<file path="config.mk">
export PLATFORM = sky130hd
export DESIGN_NAME = if_stage
export DESIGN_NICKNAME = d
export VERILOG_FILES = /design/src/rtl/if_stage_pkg.sv /design/src/rtl/if_pc_sel.sv /design/src/rtl/if_stage.sv
export SDC_FILE = /design/constraint.sdc
export NUM_CORES = 1
export LEC_CHECK = 0
export CORE_MARGIN = 2
export CORE_UTILIZATION = 40
export DETAILED_ROUTE_END_ITERATION = 8
export GPL_TIMING_DRIVEN = 0
export PLACE_DENSITY = 0.74
export SYNTH_ARGS = -nofsm -noshare
export SYNTH_HDL_FRONTEND = slang
export SYNTH_SLANG_ARGS = --single-unit
</file>
<file path="constraint.sdc">
create_clock -name clock_i -period 3.1 [get_ports clock_i]
set_clock_uncertainty 0.1 [all_clocks]
set_input_delay 0.62 -clock clock_i [delete_from_list [all_inputs] [get_ports clock_i]]
set_output_delay 0.62 -clock clock_i [all_outputs]
set_load 0.01 [all_outputs]
</file>
<file path="src/rtl/if_stage_pkg.sv">
// Shared definitions for the instruction-fetch stage.
//   RESET_PC_DEFAULT : first fetch address after reset
//   ADEL_BIT_DEFAULT : exception flag bit for a misaligned fetch PC
//   if_state_e       : fetch FSM states (request / wait for data / hold instruction)
//   exc_flag()       : one-hot exception word for a given flag bit
package if_stage_pkg;

  localparam logic [31:0] RESET_PC_DEFAULT = 32'hBFC0_0000;
  localparam int unsigned ADEL_BIT_DEFAULT = 4;

  typedef enum logic [1:0] {
    S_REQ  = 2'd0,
    S_WAIT = 2'd1,
    S_HOLD = 2'd2
  } if_state_e;

  function automatic logic [31:0] exc_flag(input int unsigned bit_idx);
    exc_flag = 32'd1 << bit_idx;
  endfunction

endpackage

</file>
<file path="src/rtl/if_pc_sel.sv">
// Next-PC priority mux for the fetch stage.
//   exception, exception_pc : flush redirect (highest priority)
//   redir_pend, redir_tgt   : pending branch redirect after the delay slot
//   pc                      : current fetch PC
//   next_pc                 : selected next PC (pc + 4 wraps at 32 bits)
module if_pc_sel (
  input  logic        exception,
  input  logic [31:0] exception_pc,
  input  logic        redir_pend,
  input  logic [31:0] redir_tgt,
  input  logic [31:0] pc,
  output logic [31:0] next_pc
);

  always_comb begin
    next_pc = pc + 32'd4;
    if (exception) begin
      next_pc = exception_pc;
    end else if (redir_pend) begin
      next_pc = redir_tgt;
    end
  end

endmodule

</file>
<file path="src/rtl/if_stage.sv">
// Instruction-fetch stage: owns the PC, fetches over an SRAM-like bus and
// holds {pc, inst, exception_type} for the IF/ID register.
//   clock_i, reset_i (async, active-low)
//   stall_i[0]          : 1 holds the current instruction in IF
//   exception_i/_pc_i   : flush and redirect to handler
//   branch_flag_i/_target_i : taken branch, applied after the delay slot
//   inst_req_o/addr_o, inst_addr_ok_i, inst_data_ok_i, inst_rdata_i : fetch bus
//   if_pc_o, if_inst_o, if_exception_type_o : held instruction (0 when none)
//   stall_req_o         : 1 while no valid instruction is held
// Optional: define IF_STAGE_PERF_EN to add perf_fetch_stall_o, a free-running
// count of cycles with stall_req_o=1.
module if_stage
  import if_stage_pkg::*;
#(
  parameter logic [31:0] RESET_PC = RESET_PC_DEFAULT,
  parameter int unsigned ADEL_BIT = ADEL_BIT_DEFAULT
) (
  input  logic        clock_i,
  input  logic        reset_i,
  input  logic [3:0]  stall_i,
  input  logic        exception_i,
  input  logic [31:0] exception_pc_i,
  input  logic        branch_flag_i,
  input  logic [31:0] branch_target_i,
  output logic        inst_req_o,
  output logic [31:0] inst_addr_o,
  input  logic        inst_addr_ok_i,
  input  logic        inst_data_ok_i,
  input  logic [31:0] inst_rdata_i,
  output logic [31:0] if_pc_o,
  output logic [31:0] if_inst_o,
  output logic [31:0] if_exception_type_o,
  output logic        stall_req_o
`ifdef IF_STAGE_PERF_EN
  ,
  output logic [31:0] perf_fetch_stall_o
`endif
);

  if_state_e   state_q, state_d;
  logic        cancel_q, cancel_d;
  logic [31:0] pc;
  logic [31:0] next_pc;
  logic        redir_pend;
  logic [31:0] redir_tgt;
  logic        pc_aligned;
  logic        take_fetch;
  logic        take_adel;
  logic        consume;
  logic        unused_stall;

  assign unused_stall = ^stall_i[3:1];
  assign pc_aligned   = (pc[1:0] == 2'b00);

  assign inst_req_o  = reset_i & (state_q == S_REQ) & pc_aligned;
  assign inst_addr_o = pc;
  assign stall_req_o = (state_q != S_HOLD);

  if_pc_sel u_pc_sel (
    .exception    (exception_i),
    .exception_pc (exception_pc_i),
    .redir_pend   (redir_pend),
    .redir_tgt    (redir_tgt),
    .pc           (pc),
    .next_pc      (next_pc)
  );

  always_ff @(posedge clock_i or negedge reset_i) begin
    if (!reset_i) begin
      state_q  <= S_REQ;
      cancel_q <= 1'b0;
    end else begin
      state_q  <= state_d;
      cancel_q <= cancel_d;
    end
  end

  always_comb begin
    state_d    = state_q;
    cancel_d   = cancel_q;
    take_fetch = 1'b0;
    take_adel  = 1'b0;
    consume    = 1'b0;
    unique case (state_q)
      S_REQ: begin
        if (exception_i) begin
          // The old address was accepted in the flush cycle: its data is stale.
          if (inst_req_o && inst_addr_ok_i) begin
            state_d  = S_WAIT;
            cancel_d = 1'b1;
          end
        end else if (!pc_aligned) begin
          take_adel = 1'b1;
          state_d   = S_HOLD;
        end else if (inst_addr_ok_i) begin
          state_d = S_WAIT;
        end
      end
      S_WAIT: begin
        if (inst_data_ok_i) begin
          if (exception_i || cancel_q) begin
            state_d  = S_REQ;
            cancel_d = 1'b0;
          end else begin
            take_fetch = 1'b1;
            state_d    = S_HOLD;
          end
        end else if (exception_i) begin
          cancel_d = 1'b1;
        end
      end
      S_HOLD: begin
        if (exception_i) begin
          state_d = S_REQ;
        end else if (!stall_i[0]) begin
          consume = 1'b1;
          state_d = S_REQ;
        end
      end
      default: state_d = S_REQ;
    endcase
  end

  always_ff @(posedge clock_i or negedge reset_i) begin
    if (!reset_i) begin
      pc                  <= RESET_PC;
      redir_pend          <= 1'b0;
      redir_tgt           <= '0;
      if_pc_o             <= '0;
      if_inst_o           <= '0;
      if_exception_type_o <= '0;
    end else begin
      if (exception_i || consume) begin
        pc <= next_pc;
      end

      // A branch pulse in the consuming cycle belongs to the next instruction,
      // so it is applied after the consume clears the old redirect.
      if (exception_i) begin
        redir_pend <= 1'b0;
      end else begin
        if (consume) begin
          redir_pend <= 1'b0;
        end
        if (branch_flag_i) begin
          redir_pend <= 1'b1;
          redir_tgt  <= branch_target_i;
        end
      end

      if (exception_i || consume) begin
        if_pc_o             <= '0;
        if_inst_o           <= '0;
        if_exception_type_o <= '0;
      end else if (take_fetch) begin
        if_pc_o             <= pc;
        if_inst_o           <= inst_rdata_i;
        if_exception_type_o <= '0;
      end else if (take_adel) begin
        if_pc_o             <= pc;
        if_inst_o           <= '0;
        if_exception_type_o <= exc_flag(ADEL_BIT);
      end
    end
  end

`ifdef IF_STAGE_PERF_EN
  always_ff @(posedge clock_i or negedge reset_i) begin
    if (!reset_i) begin
      perf_fetch_stall_o <= '0;
    end else if (stall_req_o) begin
      perf_fetch_stall_o <= perf_fetch_stall_o + 32'd1;
    end
  end
`endif

endmodule
</file>
==> impl_metrics.tcl, run 1 <==
set metrics [dict create \
    synth_top_family_by_area "compound AO/OA/AOI/OAI gates" \
    ys.flop_type "dfrtp_1" \
    crit_required_ns 2.38 \
    nets 974 \
    cp_num_buf_inv 2 \
    synth_edf_count 0 \
    die_x_um 129.6 \
    ir_worst_vdd_mv 0.4400 \
    power_leakage_uw 0.004019 \
    rsz0062_at_grt "no" \
    synthAdderAreaFrac_pct 0.1983 \
    powerDensity_nw_per_um2 716.7 \
    clkPwrFrac_pct 35.5 \
    status "completed" \
    p_int_uw 4717 \
    synth_cells 617 \
    dr.pass1.iters 6 \
    slew_headroom_pct 46.50 \
    viasPerCell 5.390 \
    crit_path_start_kind "input pin" \
    diodes 0 \
    grt_max_degree 70 \
    async_reset_ff_share_pct 100.0 \
    track_usage_pct 24.01 \
    cp_data_arrival_time_ns 1.95 \
    synth_area_per_cell_um2 10.23 \
    drt_iter0_markers 576 \
    synth_warnings 0 \
    period_needed_ns 2.675 \
    endpoint_kind "primary output" \
    ctsHoldBuffers 0 \
    critical_path_class "in2out" \
    slowest_stage "clkdlybuf4s50_1" \
    grt_pass1_vias 5614 \
    max-cap-violations 0 \
    cts_root_buffer "clkbuf_16" \
    synth_mux_area_share_pct 6.326 \
    rows 45 \
    cp_cell_sequence "buf_6, and3_1, clkdlybuf4s50_1" \
    worst-path-max-fanout 66 \
    antenna_found_initial 0 \
    placed_area_um2 8717 \
    design_area_um2 9423 \
    switchingPower_uw 2036 \
    gp_congestion 0.9461 \
    ys_ff_latch 133 \
    coreArea_um2 15310 \
    synth_compound_area_share_pct 19.18 \
    cts_tree "built" \
    ys_seq_area_share_pct 52.92 \
    worst_slew_pin_slew_ns 0.7951 \
    cts_buffers 17 \
    pwr-share-comb_pct 28.7 \
    p_seq_share_pct 35.9 \
    cts_resized 0 \
    ios 236 \
    syn_to_final_growth_pct 49.34 \
    antenna_left 0 \
    final_cell_mix "clkdlybuf4s50_1 (199), dfrtp_1 (124), nand2_1 (90)" \
    cp_top_family "buffers and inverters" \
    ys_types 58 \
    syn_area_um2 6310 \
    routed_wirelength_um 20230 \
    clk_path_buf_depth 2 \
    cp_slowest_stage_delay_ns 0.54 \
    vias 5880 \
    worstSkewPairLatency_ns 0.42 \
    timing.fmax_mhz 373.9 \
    finalHoldViolCount 0 \
    layout_commonest_cell "clkdlybuf4s50_1" \
    drc 0 \
    setup_violations 0 \
    die_h_um 129.6 \
    drive_above_1_share_pct 15.57 \
    min_path_type "in2async" \
    maxSlewViolCount 0 \
    post-route-period-util_pct 86.29 \
    portBuffers 200 \
    cts_max_level 4 \
    grt_pass1_wl_um 30680 \
    cts.sinks 133 \
    holdWs_ns 0.09109 \
    power.total_uw 6753 \
    synth_simple_gate_area_share_pct 13.50 \
    die_area_um2 16790 \
    path_clk_slew_ns 0.05 \
    switching_share_pct 30.15 \
    synth_xor_area_share_pct 0.1388 \
    routedWlPerCell_um 18.55 \
    hpwl_um 14870 \
    grt_overflow_total 0 \
    start_util_pct 41.20 \
    post-cts-setup-buffers 0 \
    nFillCells 1300 \
]
==> synth_stat cells (all sizes together) (2+ instances only) <==
master	instances	area [um^2]
mux2	31	349.1
nor3	9	50.05
o221ai	4	35.03
a22o	32	280.3
a21oi	34	170.2
and4	5	43.79
o221a	2	22.52
nor2	24	90.09
nor4	9	77.57
nand4	7	56.30
mux2i	5	50.05
a21o	2	15.01
buf	52	360.3
o22a	3	26.28
o21ai	56	280.3
o2bb2ai	2	17.52
nand2	91	344.1
a22oi	2	15.01
nand2b	2	12.51
a31o	3	26.28
o211ai	2	15.01
a31oi	5	31.28
dfstp	9	236.5
and2	2	12.51
a211oi	3	22.52
nor2b	3	18.77
a311oi	5	43.79
and3	5	31.28
dfrtp	124	3103
clkbuf	23	86.33
o22ai	15	93.84
o21bai	2	15.01
nand3	11	55.05
inv	10	37.53
o31ai	6	45.04
or3	5	31.28
==> per-stage QoR <==
stage	util, %	cells	setup TNS [ns]	setup WS [ns]
after floorplan	-	647	0	1.040
after global placement	56.73	1058	-536.84	-4.477
after detailed placement	56.92	1059	0	0.2294
after CTS	61.53	1091	0	0.3752
after global routing	61.53	1091	0	0.2835
final	61.53	1091	0	0.4251
==> power by group through the flow <==
stage          clock (uW)  combinational, uW  sequential, uW
2_1_floorplan           0                813            2480
3_3_place_gp            0               1900            2430
3_5_place_dp            0               1920            2440
4_1_cts              2420               1930            2410
5_1_grt              2490               2090            2460
6_report             2390               1940            2420
==> area by class of cell <==
| class | instances | area, um^2 | share of cell area, % |
|---|---|---|---|
| flip-flops and latches | 133 | 3339 | 35.44 |
| multi-input cells | 429 | 2599 | 27.58 |
| repair buffers | 201 | 2031 | 21.55 |
| clock buffers | 20 | 456.7 | 4.847 |
| plain buffers | 75 | 446.7 | 4.740 |
| well taps | 211 | 264.0 | 2.802 |
| clock inverters | 12 | 249.0 | 2.642 |
| inverters | 10 | 37.54 | 0.3984 |
==> cells by family after synthesis <==
group / count (synthesis)
AO/OA/AOI/OAI: 184
multiplexers: 36
other: 1
flip-flops: 133
adder cells (fa/ha/maj): 1
XOR/XNOR: 1
AND/OR/NAND/NOR: 176
buffers and inverters: 85
==> flip-flops by register name (all words and copies together), names as in the netlist <==
signal,flops
cancel_q,1
redir_tgt,32
state_q,2
redir_pend,1
if_pc_o,32
inst_addr_o,32
if_exception_type_o,1
if_inst_o,32
==> metal layers <==
layer	GRT usage [%]	part of all wire [%]	vias up	wire (um)
li1	-	-	2693	-
met1	31.31	41	2801	8366
met2	38.50	47	338	9419
met3	6.524	9.8	48	1991
met4	8.792	2.3	0	457
met5	0	0	-	0
==> path summary, 6_finish.rpt <==
| check | depth (start not counted) | slack (ns) | from | end |
|---|---|---|---|---|
| max | 3 | 0.43 | reset_i | inst_req_o |
| min | 1 | 0.09 | reset_i | if_pc_o[22] |
| max reg2reg | 6 | 0.68 | state_q[1] | inst_addr_o[10] |
| min reg2reg | 2 | 0.38 | if_pc_o[1] | if_pc_o[1] |
| max in group asynchronous | 2 | 2.04 | reset_i | inst_addr_o[23] |
| min in group clock_i | 2 | 0.38 | if_pc_o[1] | if_pc_o[1] |
No activity file was read; power rests on OpenSTA's default activity.
==> inputs of run 2 (changes only) <==
ABC_AREA = 1   (was default)
PLACE_DENSITY = 0.72   (was 0.74)
SLEW_MARGIN = 15   (was default)
==> run 2 against run 1 <==
  * Utilization is 2.4 points lower
  * Highest routed layer unchanged
  * Sequential power is 4% higher
  * Clock power is 14% lower
==> impl_metrics.tcl, run 2 <==
set metrics [dict create \
    power.total_uw 6921 \
    grt_pass1_vias 5945 \
    diodes 0 \
    yosys.area.top_type_share_pct 45.55 \
    die_area_um2 18090 \
    seq_area_um2 3339 \
    dr.pass1.iters 5 \
    yosys.area.top_type "dfrtp_1" \
    hpwl_um 15080 \
    vias 6139 \
    antenna_found_initial 0 \
    portBuffers 201 \
    cts_tree "built" \
    die_x_um 134.5 \
    syn_to_final_growth_pct 44.52 \
    coreArea_um2 16640 \
    synth_cells 806 \
    crit_path_start_kind "flip-flop" \
    post-cts-setup-buffers 0 \
    worstSkewPairLatency_ns 0.42 \
    ir_worst_vdd_mv 0.4448 \
    grt_overflow_total 0 \
    start_util_pct 40.94 \
    cts_resized 0 \
    min_path_type "in2async" \
    grt_pass1_wl_um 31370 \
    met2_length_um 9303 \
    yosysMostFrequentCell "nand2_1" \
    synthTopCellsByArea "dfrtp_1 (46%), nand2_1 (8.7%), nor2_1 (6.0%)" \
    path_clk_slew_ns 0.06 \
    final_cell_mix "clkdlybuf4s50_1 (200), nand2_1 (157), dfrtp_1 (124)" \
    status "completed" \
    endpoint_kind "primary output" \
    viasPerCell 4.759 \
    rsz0062_at_grt "no" \
    critical_path_class "reg2out" \
    timing.fmax_mhz 386.6 \
    routedWlPerCell_um 15.24 \
    cts_root_buffer "clkbuf_16" \
    ios 236 \
    nets 1164 \
    async_reset_ff_share_pct 100.0 \
    wl_met3_um 1076 \
    ys_ff_latch 133 \
    track_usage_pct 22.43 \
    ctsHoldBuffers 0 \
    ys_types 40 \
    grt_max_degree 84 \
    post-route-period-util_pct 83.43 \
    yosys-top-cells-count "nand2_1 (157), dfrtp_1 (124), nor2_1 (108)" \
    drt_iter0_markers 372 \
    gp_congestion 0.8933 \
    finalHoldViolCount 0 \
    cts_max_level 4 \
    clk_path_buf_depth 2 \
    drc 0 \
    cp_data_arrival_time_ns 1.87 \
    antenna_left 0 \
    synth_edf_count 0 \
    utilization_pct 59.16 \
    wl_met1_um 8860 \
    multi_input_area_um2 2799 \
    worst-path-max-fanout 6 \
    layout_commonest_cell "clkdlybuf4s50_1" \
    ys.flop_type "dfrtp_1" \
    synth_warnings 0 \
    routed_wirelength_um 19660 \
    synth_area_per_cell_um2 8.453 \
    crit_required_ns 2.38 \
    die_h_um 134.5 \
    rows 47 \
    cts.sinks 133 \
    setup_violations 0 \
    maxSlewViolCount 0 \
    drive_above_1_share_pct 15.33 \
    syn_area_um2 6813 \
    max-cap-violations 0 \
    top_layer "met4" \
    power_leakage_uw 0.004476 \
    ys_seq_area_share_pct 49.02 \
    cts_buffers 17 \
    period_needed_ns 2.586 \
    nFillCells 1475 \
    powerDensity_nw_per_um2 702.9 \
]
==> run 2: cell types whose count changed in the layout (fill, tap and decap cells not counted), sizes merged, moves of 8 or more <==
| cell | change |
|---|---|
| nand3 | +65 |
| nor2 | +92 |
| o21ai | +15 |
| nand2 | +73 |
| nor3 | -9 |
| inv | +69 |
| clkbuf | -15 |
| buf | +8 |
| o22ai | +12 |
| a21oi | -12 |
| nor4 | -9 |
| a22o | -32 |
==> run 2: per-layer routing <==
layer  vias to the layer above  track usage (%)
met5                         -                0
met4                         0            8.070
met3                        24            4.617
met2                       185            36.20
met1                      2860            30.07
li1                       3070                -
==> run 2: cell type report <==
class,count,area share (%)
sequential,133,33.92
multi-input combinational,557,28.43
timing repair buffer,202,20.77
buffer,68,4.969
clock buffer,20,4.537
inverter,78,3.025
tap,220,2.796
clock inverter,12,1.563
==> run 2: per-stage QoR <==
| step | cell area (um^2) | setup TNS (ns) | std cells | hold WS (ns) | setup slack, ns |
|---|---|---|---|---|---|
| final | 9846 | 0 | 1290 | 0.0006548 | 0.5135 |
| after global routing | 9846 | 0 | 1290 | 0.01611 | 0.3987 |
| after CTS | 9846 | 0 | 1290 | 0.004200 | 0.4851 |
| after detailed placement | 9245 | 0 | 1258 | 0.3862 | 0.5894 |
| after global placement | 9213 | -540.25 | 1257 | 0.3723 | -4.224 |
| after floorplan | 6925 | 0 | 836 | 0.2244 | 1.451 |
==> run 2: worst max-delay path, stage by stage, from the launching register on <==
cell and delay, ns:
dfrtp_1 0.43, nor2_2 0.24, nand2_1 0.08, nor2_1 0.14
clkdlybuf4s50_1 0.56
==> run 2: path summary, 6_finish.rpt <==
kind	to	from	slack [ns]	depth (start not counted)
setup / recovery	inst_req_o	state_q[0]	0.51	4
hold / removal	state_q[1]	reset_i	0.0007	1
setup reg to reg	inst_addr_o[28]	inst_addr_o[2]	1.22	10
hold reg to reg	if_exception_type_o[4]	if_exception_type_o[4]	0.40	2
max in group asynchronous	inst_addr_o[29]	reset_i	2.13	2
min in group clock_i	if_exception_type_o[4]	if_exception_type_o[4]	0.40	2
==> run 2: power by group <==
group          internal [uW]  switching (uW)  total (uW)  leakage, uW
registers               2160             357        2520      0.00165
clock network           1280             773        2060     0.000275
logic                   1160            1190        2340      0.00255
total                   4600            2320        6920      0.00448
==> run 2: cells by family after synthesis <==
family / Yosys count / share of synthesized area, %
multiplexers: 32 / 5.289
adder cells (fa/ha/maj): 1 / 0.1836
AND/OR/NAND/NOR: 361 / 22.57
other: 1 / 0.05504
AO/OA/AOI/OAI: 131 / 11.20
XOR/XNOR: 1 / 0.1286
flip-flops: 133 / 49.02
buffers and inverters: 146 / 11.55
==> inputs of run 3 (changes only) <==
clock period = 2.6 ns   (was 3.1 ns; I/O delays follow)
==> run 3 against run 2 <==
  * The run now ends with hold timing left
  * Cell count increased by 0.23%
  * Clock power rose by 19%
  * Routed wire length up 0.89%
  * Combinational power rose by 20%
  * Largest cell class unchanged
  * Largest power group unchanged
==> impl_metrics.tcl, run 3 (same netlist as run 2, synthesis figures left out) <==
set metrics [dict create \
    cts_buffers 17 \
    final_cell_mix "clkdlybuf4s50_1 (200), nand2_1 (157), dfrtp_1 (124)" \
    cts_tree "built" \
    ir_worst_vdd_mv 0.5355 \
    cts_resized 0 \
    endpoint_kind "primary output" \
    viasPerCell 4.768 \
    track_usage_pct 22.69 \
    post-route-period-util_pct 95.52 \
    timing.fmax_mhz 402.6 \
    period_needed_ns 2.484 \
    crit_required_ns 1.98 \
    rsz0062_at_grt "no" \
    crit-reg2reg-launch "inst_addr_o[2]" \
    drt_iter0_markers 405 \
    grt_pass1_vias 5969 \
    cts_root_buffer "clkbuf_16" \
    nFillCells 1467 \
    portBuffers 201 \
    min_path_type "in2async" \
    antenna_left 0 \
    coreArea_um2 16640 \
    cts_max_level 4 \
    utilization_pct 59.46 \
    violations "hold timing" \
    power_leakage_uw 0.004499 \
    start_util_pct 40.94 \
    post-cts-setup-buffers 0 \
    path_clk_slew_ns 0.06 \
    nets 1167 \
    holdWs_ns -0.009784 \
    dp_cells 1258 \
    worstSkewPairLatency_ns 0.42 \
    grt_overflow_total 0 \
    drive_above_1_share_pct 15.47 \
    drc 0 \
    layout_commonest_cell "clkdlybuf4s50_1" \
    syn_to_final_growth_pct 45.25 \
    grt_pass1_wl_um 31660 \
    maxSlewViolCount 0 \
    powerDensity_nw_per_um2 835.7 \
    antenna_found_initial 0 \
    ios 236 \
    r2r_end "inst_addr_o[28]" \
    instances_no_fill 1293 \
    crit_path_start_kind "flip-flop" \
    power.total_uw 8270 \
    routed_wirelength_um 19840 \
    grt_max_degree 84 \
    rows 47 \
    r2r_cells 10 \
    die_h_um 134.5 \
    routedWlPerCell_um 15.34 \
    ctsHoldBuffers 3 \
    multi_input_area_um2 2799 \
    max-cap-violations 0 \
    vias 6165 \
    clk_path_buf_depth 2 \
    cts.sinks 133 \
    diodes 0 \
    worst-path-max-fanout 6 \
    cp_data_arrival_time_ns 1.86 \
    gp_congestion 0.8933 \
    hpwl_um 15080 \
    rrSetupSlack_ns 0.70 \
    critical_path_class "reg2out" \
    seq_area_um2 3339 \
    setup_violations 0 \
    finalHoldViolCount 1 \
    dr.pass1.iters 5 \
    die_area_um2 18090 \
    die_x_um 134.5 \
    status "finished with violations" \
]
run 3: metal layers:
| metal | up-vias | wire length, um | track usage [%] |
|---|---|---|---|
| met5 | - | 0 | 0 |
| met4 | 0 | 450 | 8.070 |
| met1 | 2872 | 8980 | 30.31 |
| met2 | 190 | 9436 | 36.68 |
| li1 | 3077 | - | - |
| met3 | 26 | 970 | 4.842 |
run 3: final cells by class:
cell class	count	share of cell area, %
buffer	68	4.944
timing repair buffer	205	21.17
clock buffer	20	4.514
sequential	133	33.75
clock inverter	12	1.555
inverter	78	3.009
multi-input combinational	557	28.28
tap	220	2.782
run 3: critical path: stages (launching register included):
cell and delay [ns]:
dfrtp_1 0.43, nor2_2 0.24, nand2_1 0.08, nor2_1 0.14, clkdlybuf4s50_1 0.56
run 3: how the worst max path moves through the flow:
stage / startpoint / end / slack [ns]
floorplan: inst_addr_o[2] / inst_addr_o[20] / 1.01
global placement: reset_i / inst_req_o / -4.52
detailed placement: exception_i / redir_tgt[24] / 0.19
CTS: state_q[0] / inst_req_o / 0.09
global route: state_q[0] / inst_req_o / 0.004
finish: state_q[0] / inst_req_o / 0.12
run 3: power by group:
group / leakage (uW) / switching, uW / internal, uW
registers: 0.00165 / 428 / 2580
clock network: 0.000275 / 927 / 1530
logic: 0.00257 / 1420 / 1390
run 3: stage by stage:
stage | area [um^2] | worst slack [ns] | setup TNS, ns | hold slack [ns]
6_report | 9896 | 0.1164 | 0 | -0.009784
5_1_grt | 9896 | 0.004094 | 0 | 0.04325
4_1_cts | 9896 | 0.09054 | 0 | 0.03209
3_5_place_dp | 9245 | 0.1894 | 0 | 0.3543
3_3_place_gp | 9213 | -4.524 | -594.55 | 0.3723
2_1_floorplan | 6925 | 1.007 | 0 | 0.1244
